$ cat src/rtl/lsram_fifo_pkg.sv
// Shared constants and types for the LSRAM FIFO controller.
// DWIDTH/AWIDTH describe the 1024x40 two-port LSRAM macro the controller drives.
package lsram_fifo_pkg;

  localparam int DWIDTH = 40;
  localparam int AWIDTH = 10;
  localparam int DEPTH  = 2 ** AWIDTH;

  typedef logic [AWIDTH-1:0] addr_t;   // RAM address / pointer
  typedef logic [AWIDTH:0]   cnt_t;    // words held in the RAM, 0..DEPTH
  typedef logic [AWIDTH+1:0] level_t;  // total occupancy, 0..DEPTH+2
  typedef logic [DWIDTH-1:0] data_t;
  typedef logic [1:0]        stage_cnt_t;

endpackage

$ cat src/rtl/lsram_fifo_outstage.sv
// Two-entry head/skid output stage with first-word-fall-through.
// Read data returning from the RAM is presented directly while the head is
// empty, so a word is visible the cycle after its read was issued; if it is
// not popped it is captured into the head (or the skid when the head is busy).
module lsram_fifo_outstage
  import lsram_fifo_pkg::*;
(
  input  logic       clk,
  input  logic       reset_n,
  input  logic       flush,
  input  logic       inflight,
  input  data_t      ram_rdata,
  input  logic       pop,
  output logic       rd_valid,
  output data_t      rd_data,
  output stage_cnt_t stage_cnt
);

  logic  head_valid;
  logic  skid_valid;
  data_t head_data;
  data_t skid_data;

  // Head/skid update: capture returning data, advance skid into head on pop.
  always_ff @(posedge clk) begin
    if (!reset_n || flush) begin
      head_valid <= 1'b0;
      skid_valid <= 1'b0;
      head_data  <= '0;
      skid_data  <= '0;
    end else if (head_valid) begin
      if (pop) begin
        if (skid_valid) begin
          head_data <= skid_data;
          if (inflight) begin
            skid_data <= ram_rdata;
          end else begin
            skid_valid <= 1'b0;
          end
        end else if (inflight) begin
          head_data <= ram_rdata;
        end else begin
          head_valid <= 1'b0;
        end
      end else if (inflight) begin
        skid_data  <= ram_rdata;
        skid_valid <= 1'b1;
      end
    end else if (inflight && !pop) begin
      head_data  <= ram_rdata;
      head_valid <= 1'b1;
    end
  end

  // Head word, or the RAM output directly when the head is empty.
  always_comb begin
    rd_valid = head_valid | inflight;
    if (!head_valid && inflight) begin
      rd_data = ram_rdata;
    end else begin
      rd_data = head_data;
    end
  end

  assign stage_cnt = stage_cnt_t'({1'b0, head_valid}) + stage_cnt_t'({1'b0, skid_valid});

endmodule

$ cat src/rtl/lsram_fifo_ctrl.sv
// Synchronous FIFO controller for the 1024x40 two-port LSRAM macro.
// Owns pointers, RAM occupancy, total LEVEL and the AFULL/AEMPTY flags.
// Optional statistics (OVERFLOW, UNDERFLOW, MAX_LEVEL) are built only when
// the macro LSRAM_FIFO_CTRL_STATS_EN is defined; otherwise they read as 0.
module lsram_fifo_ctrl
  import lsram_fifo_pkg::*;
#(
  parameter int AFULL_TH  = 1000,
  parameter int AEMPTY_TH = 8
) (
  input  logic   CLK,
  input  logic   RESET_N,
  input  logic   FLUSH,
  input  data_t  WR_DATA,
  input  logic   WR_VALID,
  output logic   WR_READY,
  output data_t  RD_DATA,
  output logic   RD_VALID,
  input  logic   RD_READY,
  output level_t LEVEL,
  output logic   AFULL,
  output logic   AEMPTY,
  output data_t  RAM_W_DATA,
  output addr_t  RAM_W_ADDR,
  output logic   RAM_W_EN,
  output addr_t  RAM_R_ADDR,
  output logic   RAM_R_EN,
  input  data_t  RAM_R_DATA,
  output logic   OVERFLOW,
  output logic   UNDERFLOW,
  output level_t MAX_LEVEL,
  input  logic   STATS_CLR
);

  addr_t      wptr;
  addr_t      rptr;
  cnt_t       ram_cnt;
  logic       inflight;
  level_t     level;
  level_t     level_next;
  logic       afull;
  logic       aempty;
  logic       push;
  logic       pop;
  logic       issue;
  stage_cnt_t stage_cnt;

  // Space exists only for words not yet committed to the RAM.
  assign WR_READY = RESET_N & (ram_cnt < cnt_t'(DEPTH));

  // Handshakes, read issue and next-state occupancy.
  always_comb begin
    push  = WR_VALID & WR_READY & ~FLUSH;
    pop   = RD_VALID & RD_READY & ~FLUSH;
    // Issue only while the stage plus the read in flight, after this pop, leaves room.
    issue = RESET_N & ~FLUSH & (ram_cnt != cnt_t'(0)) &
            (({1'b0, stage_cnt} + {2'b00, inflight}) < (3'd2 + {2'b00, pop}));
    if (FLUSH) begin
      level_next = '0;
    end else begin
      level_next = level + level_t'(push) - level_t'(pop);
    end
  end

  // Pointers, committed RAM word count and the one-cycle read-in-flight marker.
  always_ff @(posedge CLK) begin
    if (!RESET_N || FLUSH) begin
      wptr     <= '0;
      rptr     <= '0;
      ram_cnt  <= '0;
      inflight <= 1'b0;
    end else begin
      if (push) begin
        wptr <= wptr + addr_t'(1);
      end
      if (issue) begin
        rptr <= rptr + addr_t'(1);
      end
      ram_cnt  <= ram_cnt + cnt_t'(push) - cnt_t'(issue);
      inflight <= issue;
    end
  end

  // Total level and flags, all registered from the same next-state value.
  always_ff @(posedge CLK) begin
    if (!RESET_N) begin
      level  <= '0;
      afull  <= 1'b0;
      aempty <= 1'b1;
    end else begin
      level  <= level_next;
      afull  <= (level_next >= level_t'(AFULL_TH));
      aempty <= (level_next <= level_t'(AEMPTY_TH));
    end
  end

  lsram_fifo_outstage u_outstage (
    .clk       (CLK),
    .reset_n   (RESET_N),
    .flush     (FLUSH),
    .inflight  (inflight),
    .ram_rdata (RAM_R_DATA),
    .pop       (pop),
    .rd_valid  (RD_VALID),
    .rd_data   (RD_DATA),
    .stage_cnt (stage_cnt)
  );

  assign LEVEL      = level;
  assign AFULL      = afull;
  assign AEMPTY     = aempty;
  assign RAM_W_DATA = WR_DATA;
  assign RAM_W_ADDR = wptr;
  assign RAM_W_EN   = push;
  assign RAM_R_ADDR = rptr;
  assign RAM_R_EN   = issue;

`ifdef LSRAM_FIFO_CTRL_STATS_EN
  logic   overflow;
  logic   underflow;
  level_t max_level;
  level_t max_base;

  // A clear drops the old high-water mark; the current level still counts.
  always_comb begin
    if (STATS_CLR) begin
      max_base = '0;
    end else begin
      max_base = max_level;
    end
  end

  // Sticky error flags and high-water mark; a new event beats a clear.
  always_ff @(posedge CLK) begin
    if (!RESET_N || FLUSH) begin
      overflow  <= 1'b0;
      underflow <= 1'b0;
      max_level <= '0;
    end else begin
      overflow  <= (WR_VALID & ~WR_READY) | (overflow & ~STATS_CLR);
      underflow <= (RD_READY & ~RD_VALID) | (underflow & ~STATS_CLR);
      max_level <= (level_next > max_base) ? level_next : max_base;
    end
  end

  assign OVERFLOW  = overflow;
  assign UNDERFLOW = underflow;
  assign MAX_LEVEL = max_level;
`else
  logic unused_stats_clr;
  assign unused_stats_clr = STATS_CLR;
  assign OVERFLOW  = 1'b0;
  assign UNDERFLOW = 1'b0;
  assign MAX_LEVEL = '0;
`endif

endmodule
$ cat config.mk
export PLATFORM = sky130hd
export DESIGN_NAME = lsram_fifo_ctrl
export DESIGN_NICKNAME = d
export VERILOG_FILES = /design/src/rtl/lsram_fifo_pkg.sv /design/src/rtl/lsram_fifo_outstage.sv /design/src/rtl/lsram_fifo_ctrl.sv
export SDC_FILE = /design/constraint.sdc
export NUM_CORES = 1
export LEC_CHECK = 0
export CAP_MARGIN = 10
export CORE_ASPECT_RATIO = 0.6
export CORE_MARGIN = 5
export CORE_UTILIZATION = 48
export CTS_BUF_LIST = sky130_fd_sc_hd__clkbuf_2 sky130_fd_sc_hd__clkbuf_4 sky130_fd_sc_hd__clkbuf_8
export CTS_CLUSTER_DIAMETER = 40
export CTS_CLUSTER_SIZE = 24
export DETAILED_ROUTE_END_ITERATION = 10
export GPL_TIMING_DRIVEN = 0
export PLACE_DENSITY = 0.92
export RECOVER_POWER = 100
export SYNTH_ARGS = -nofsm -noshare
export SYNTH_HDL_FRONTEND = slang
export SYNTH_SLANG_ARGS = --single-unit
$ cat constraint.sdc
create_clock -name CLK -period 5.6 [get_ports CLK]
set_input_delay 1.12 -clock CLK [delete_from_list [all_inputs] [get_ports CLK]]
set_output_delay 1.12 -clock CLK [all_outputs]
set_load 0.01 [all_outputs]
==> metrics.yaml, run 1 <==
run_status:
  outcome: "complete, no violations"
sta:
  setup_ws_ps: 436
  maxSlewHeadroom_pct: 48.9
  rsz0062_at_grt: "no"
  tightest_slew_ps: 767
  finalMaxSlewViolations: 0
  fmax_mhz: 194
  hold_slack_ps: 458
  setup_tns_ps: 0
  worst_clock_skew_ps: 13.8
  period_share_pct: 92.2
  fin_crit_ps: 5160
  setup_viol: 0
  hold_violations: 0
synth:
  synth_ff_type: "dfxtp_1"
  avgSynthCellArea_um2: 8.09
  ys_ff_latch: 128
  synth_cells: 849
  yosys.cell_count.top_type: "nand2_1"
  syn_area_um2: 6870
  yosysWarnings: 0
  synthTopCellsByArea: "dfxtp_1, nand2_1, mux2_2"
  synth-edff-count: 0
  netlist_top_cells_count: "nand2_1, dfxtp_1, nor2_1, a21oi_1, buf_4"
  synthDistinctLibCells: 49
  synthArstFlopShare_pct: 0
  seq_area_frac_synth_pct: 37.3
  yosysTopAreaCellShare_pct: 37.3
  synth_top_area_cell: "dfxtp_1"
worst_setup_path:
  rrSetupSlack_ps: 480
  endpoint_kind: "register"
  critPathRequiredTime_ps: 5930
  crit_type: "primary input to register"
  r2r-end: "ram_cnt[8]$_SDFF_PP0_"
  worstPathArrival_ps: 5490
  critical_path.max_fanout: 9
  crit_path_start_kind: "primary input"
  r2r_cells: 18
  r2r-start: "u_outstage.head_valid$_SDFF_PP0_"
global_routing:
  antenna_found_initial: 0
  grt_start_max_net_pins: 17
  grt_pass1_wl_um: 31200
  grt_usage_pct: 22.8
  grt_pass1_vias: 6184
  grt_overflow: 0
die:
  die_y_um: 103
  fp.dieW_um: 164
  rows: 33
  boundaryPins: 218
  coreArea_um2: 13800
  start_util_pct: 49.7
  die-area_um2: 16900
power_and_ir_drop:
  power.leakage_uw: 0.00374
  switching_power_uw: 1310
  p_int_uw: 2120
  seqPwrFrac_pct: 30.5
  p_sw_share_pct: 38.1
  combPwrFrac_pct: 44.1
  vdd_drop_max_mv: 0.172
  power_frac_clock_pct: 25.4
  power_density_nw_per_um2: 372
cts:
  cts_buffers: 17
  postCtsHoldBufs: 0
  ctsRootBufferMaster: "clkbuf_8"
  post_cts_buffers: 0
  cts.clk_slew.worst_paths_ps: 80
  htreeDepth: 4
  clock_path_buffers: 2
  cts_resized: 0
  clk_latency_ps: 450
  clock-sinks: 128
  cts_tree: "built"
drt:
  dr.pass1.iters: 5
  vias_per_cell: 5.34
  drc: 0
  wire_per_inst_um: 16.0
  antenna_left: 0
  vias: 6668
  drtIter0Drc: 517
  postRouteWirelength_um: 19900
final_layout:
  area_delta_synth_final_pct: 34.0
  final_nets: 1163
  n_antenna_cell: 0
  drive_gt1_share_pct: 11.8
  fill_cells: 1110
worst_hold_path:
  hold_path_class: "register to register"
  worstHoldPathCells: 2
  hold_start: "u_outstage.skid_data[26]$_SDFFE_PP0P_"
  min_to: "u_outstage.skid_data[26]$_SDFFE_PP0P_"
flow_run:
  max_cap_violations: 0
placed_design:
  dp.final_hpwl_um: 15000
  numPortBuffers: 162
  place_ws_ps: 95.6
  place.gp.congestion: 0.901
==> layer usage <==
metal | GRT usage (%) | share of wire, %
met1 | 32.2 | 45
met2 | 35.7 | 45
met3 | 4.12 | 8.6
met4 | 7.67 | 1.9
met5 | 0 | 0
==> final cells by class <==
class / count / area (um^2) / area share [%]
clock buffers: 18 / 248 / 2.69
well taps: 192 / 240 / 2.61
plain buffers: 106 / 601 / 6.52
flip-flops and latches: 128 / 2560 / 27.8
multi-input cells: 591 / 3610 / 39.3
clock inverters: 14 / 180 / 1.96
repair buffers: 162 / 1620 / 17.6
inverters: 37 / 139 / 1.51
==> placed cells by master, fill, tap and decap left out, types with 4 or more instances in the layout <==
| cell type | n |
|---|---|
| inv_1 | 37 |
| clkbuf_8 | 18 |
| nand2b_1 | 6 |
| inv_6 | 4 |
| clkbuf_1 | 52 |
| conb_1 | 14 |
| ha_1 | 31 |
| dlygate4sd3_1 | 113 |
| nand2_1 | 142 |
| clkinv_4 | 4 |
| xor2_1 | 20 |
| dfxtp_1 | 128 |
| nand4_1 | 7 |
| and3_1 | 4 |
| a21oi_1 | 61 |
| buf_4 | 54 |
| mux2_2 | 38 |
| a311oi_1 | 41 |
| clkdlybuf4s50_1 | 49 |
| nor3_1 | 6 |
| xnor2_1 | 13 |
| nor2_1 | 97 |
| nand3_1 | 50 |
| o21ai_0 | 10 |
==> cells by family after synthesis <==
family | after synthesis | share of synthesized area [%]
and+or+nand+nor | 330 | 20.7
DFF | 128 | 37.3
adders and majority gates | 34 | 6.52
xor gates and xnor gates | 33 | 4.21
buffers and inverters | 143 | 10.8
muxes | 42 | 6.85
other | 1 | 0.0546
AOI/OAI and AO/OA | 138 | 13.6
==> through the flow <==
stage               instances  utilization (%)  instance area [um^2]  total power [uW]
floorplan                 862                -                  6920              2080
global placement         1216             63.5                  8780              2520
detailed placement       1216             63.5                  8780              2580
CTS                      1248             66.6                  9210              3460
global route             1248             66.6                  9210              3640
finish                   1248             66.6                  9210              3430
==> power by group through the flow <==
stage / registers, uW / logic, uW / clock network (uW)
CTS: 1050 / 1540 / 875
finish: 1050 / 1510 / 871
global route: 1060 / 1670 / 914
floorplan: 1060 / 1020 / 0
detailed placement: 1070 / 1510 / 0
global placement: 1060 / 1460 / 0
==> critical path, cell delays in order <==
cell and delay (ps):
clkdlybuf4s50_1 550, and2b_1 250, clkbuf_1 380, and2_1 200, clkbuf_1 280, inv_1 80, ha_1 290, inv_1 60
ha_1 160, inv_1 60, fa_1 400, nor2b_1 140, o21ai_1 110, o21ai_1 310, nand2_1 90, a311oi_1 560
nand3_1 140, o41ai_1 290
==> registers in the layout (all words and copies together), names as in the netlist <==
name	count
RAM_R_ADDR	10
LEVEL	12
AEMPTY	1
RAM_W_ADDR	10
u_outstage.head_valid	1
ram_cnt	11
u_outstage.skid_data	40
AFULL	1
inflight	1
u_outstage.skid_valid	1
u_outstage.head_data	40
==> worst max-delay path by stage <==
stage / cells after the start / startpoint / end / slack, ps
finish: 18 / FLUSH / AEMPTY$_SDFF_PN1_ / 440
global route: 18 / FLUSH / AEMPTY$_SDFF_PN1_ / 20
CTS: 18 / FLUSH / AEMPTY$_SDFF_PN1_ / 550
detailed placement: 18 / FLUSH / AEMPTY$_SDFF_PN1_ / 100
global placement: 18 / FLUSH / AEMPTY$_SDFF_PN1_ / 250
floorplan: 17 / FLUSH / AEMPTY$_SDFF_PN1_ / 1350
No activity file was read; power rests on OpenSTA's default activity.
==> run 2, diff against run 1 <==
CORE_MARGIN = not set   (was 5)
CORE_UTILIZATION = 52   (was 48)
PLACE_DENSITY = 0.95   (was 0.92)
clock period = 6.4 ns   (was 5.6 ns; I/O delays follow)
==> run 2 against run 1 <==
- routed wire length down 3.1%
- final cell count down 1.8%
- clock-buffer cell count unchanged
- clock skew fell by 4.5 ps
- utilization is 4.7 points higher
- setup slack improved by 430 ps
- clock power is 16% lower
- worst hold slack better by 2.9 ps
- sequential power is 13% lower
- power fell by 13%
- critical path depth unchanged
- highest routed layer unchanged
- largest power group unchanged
==> metrics.yaml, run 2 (synthesized netlist as in run 1, its figures left out) <==
cts:
  postCtsHoldBufs: 0  # unchanged
  htreeDepth: 4  # unchanged
  clock-sinks: 128  # unchanged
  clk_latency_ps: 450  # about the same
  clock_path_buffers: 2  # unchanged
  cts_resized: 0  # unchanged
  cts_buffers: 17  # unchanged
  cts_tree: "built"
  cts.clk_slew.worst_paths_ps: 80  # about the same
  post_cts_buffers: 0  # unchanged
  ctsRootBufferMaster: "clkbuf_8"
drt:
  vias: 6743  # +1.1%
  wire_per_inst_um: 15.8  # -1.3%
  drc: 0  # unchanged
  drtIter0Drc: 519  # +0.39%
  antenna_left: 0  # unchanged
  postRouteWirelength_um: 19300  # -3.1%
  dr.pass1.iters: 7  # +2
  vias_per_cell: 5.50  # +3.0%
final_layout:
  layout_common_cells: "nand2_1, dfxtp_1, dlygate4sd3_1"
  layout_commonest_cell: "nand2_1"
  n_antenna_cell: 0  # unchanged
  utilization_pct: 71.3  # +4.7 points
  fill_cells: 963  # -13%
  final_nets: 1163  # unchanged
  multi_input_area_um2: 3610  # unchanged
  register_area_um2: 2560  # unchanged
  area_delta_synth_final_pct: 33.3
  drive_gt1_share_pct: 11.8  # about the same
worst_hold_path:
  worstHoldPathCells: 2  # unchanged
  hold_start: "u_outstage.skid_data[3]$_SDFFE_PP0P_"
  min_to: "u_outstage.skid_data[3]$_SDFFE_PP0P_"
  hold_path_class: "register to register"
global_routing:
  grt_pass1_vias: 6339  # +2.5%
  grt_overflow: 0  # unchanged
  grt_usage_pct: 28.2  # +5.4 points
  antenna_found_initial: 0  # unchanged
  grt_pass1_wl_um: 30700  # -1.6%
  grt_start_max_net_pins: 17  # unchanged
die:
  fp.dieW_um: 150  # -8.5%
  coreArea_um2: 12900  # -7.1%
  die_y_um: 91.0  # -11%
  die-area_um2: 13700  # -19%
  start_util_pct: 53.5  # +3.8 points
  rows: 32  # -3.0%
  boundaryPins: 218  # unchanged
worst_setup_path:
  r2r-start: "u_outstage.head_valid$_SDFF_PP0_"
  worstPathArrival_ps: 5870  # +380 ps
  rrSetupSlack_ps: 1130  # +650 ps
  critical_path.max_fanout: 9  # unchanged
  crit_path_start_kind: "primary input"
  endpoint_kind: "register"
  crit_type: "primary input to register"
  critPathRequiredTime_ps: 6740  # +810 ps
  r2r-end: "ram_cnt[8]$_SDFF_PP0_"
  r2r_cells: 18  # unchanged
sta:
  period_share_pct: 86.4
  hold_violations: 0  # unchanged
  fin_crit_ps: 5530
  finalMaxSlewViolations: 0  # unchanged
  worst_clock_skew_ps: 9.33  # -4.47 ps
  maxSlewHeadroom_pct: 51.4  # +2.6 points
  fmax_mhz: 181
  setup_tns_ps: 0  # unchanged
  tightest_slew_ps: 728  # -38.7 ps
  setup_viol: 0  # unchanged
  rsz0062_at_grt: "no"
power_and_ir_drop:
  p_int_uw: 1850  # -13%
  switching_power_uw: 1130  # -14%
  combPwrFrac_pct: 44.7  # +0.6 points
  power_density_nw_per_um2: 325  # -13%
  vdd_drop_max_mv: 0.170  # -1.5%
  p_sw_share_pct: 37.9  # -0.21 points
  power_frac_clock_pct: 24.6  # -0.8 points
  seqPwrFrac_pct: 30.7  # +0.2 points
  power.leakage_uw: 0.00373  # -0.19%
run_status:
  outcome: "complete, no violations"
placed_design:
  numPortBuffers: 162  # unchanged
  place.gp.congestion: 0.909  # +0.89%
  dp.final_hpwl_um: 14400  # -4.0%
flow_run:
  max_cap_violations: 0  # unchanged
-- run 2: changes by cell type in the layout (fill, tap and decap cells not counted), moves of 2 or more --
cell / change
inv_6: -3
clkdlybuf4s50_1: -2
clkinv_2: +2
dlygate4sd3_1: +2
o21ai_0: +2
o21ai_1: -2
-- run 2: worst max-delay path by stage --
| stage | start | slack (ps) | endpoint | depth (start not counted) |
|---|---|---|---|---|
| after detailed placement | FLUSH | 760 | AEMPTY$_SDFF_PN1_ | 18 |
| after CTS | FLUSH | 1200 | AEMPTY$_SDFF_PN1_ | 18 |
| after global placement | FLUSH | 850 | AEMPTY$_SDFF_PN1_ | 18 |
| after global routing | FLUSH | 590 | AEMPTY$_SDFF_PN1_ | 18 |
| after floorplan | FLUSH | 1990 | AEMPTY$_SDFF_PN1_ | 17 |
| final | FLUSH | 870 | AEMPTY$_SDFF_PN1_ | 18 |
-- run 2: layer usage --
metal | part of all wire [%] | up-vias | wire [um] | global-route usage, %
met5 | 0 | - | 0 | 0
li1 | - | 3222 | - | -
met2 | 46 | 313 | 8920 | 44.3
met4 | 1.2 | 0 | 228 | 8.50
met1 | 44 | 3183 | 8510 | 39.3
met3 | 8.5 | 25 | 1650 | 4.67
-- run 2: per-stage QoR --
stage	setup slack, ps	std cells	hold slack [ps]	area [um^2]	power (uW)
final	870	1225	460	9160	2980
after global routing	590	1225	484	9160	3140
after CTS	1200	1225	458	9170	2990
after detailed placement	759	1194	448	8750	2260
after global placement	849	1194	442	8750	2200
after floorplan	1990	862	437	6920	1820
-- run 2: critical path, cell delays in order --
cell and delay (ps):
dlygate4sd3_1 660, and2b_1 230, clkbuf_1 380, and2_1 190
clkbuf_1 290, inv_1 80, ha_1 290, inv_1 50
ha_1 160, inv_1 60, fa_1 410, nor2b_1 130
o21ai_0 150, o21ai_0 450, a221o_1 320, nand4_1 110
and3b_1 230, o41ai_1 380
-- run 2: layout make-up --
type,instances,area share [%]
multi-input combinational,591,39.5
sequential,128,28.0
timing repair buffer,162,17.7
buffer,106,6.56
clock buffer,18,2.70
tap,170,2.32
clock inverter,13,1.78
inverter,37,1.52
-- run 2: power by group through the flow --
stage / sequential, uW / clock, uW / combinational [uW]
after floorplan: 929 / 0 / 890
final: 915 / 731 / 1330
after global placement: 929 / 0 / 1270
after CTS: 914 / 732 / 1350
after detailed placement: 932 / 0 / 1330
after global routing: 923 / 770 / 1440
==> run 3, diff against run 2 <==
GPL_ROUTABILITY_DRIVEN = 0   (was not set)
==> results of run 3 <==
No change in the layout: final DEF, timing and power equal those of run 2.
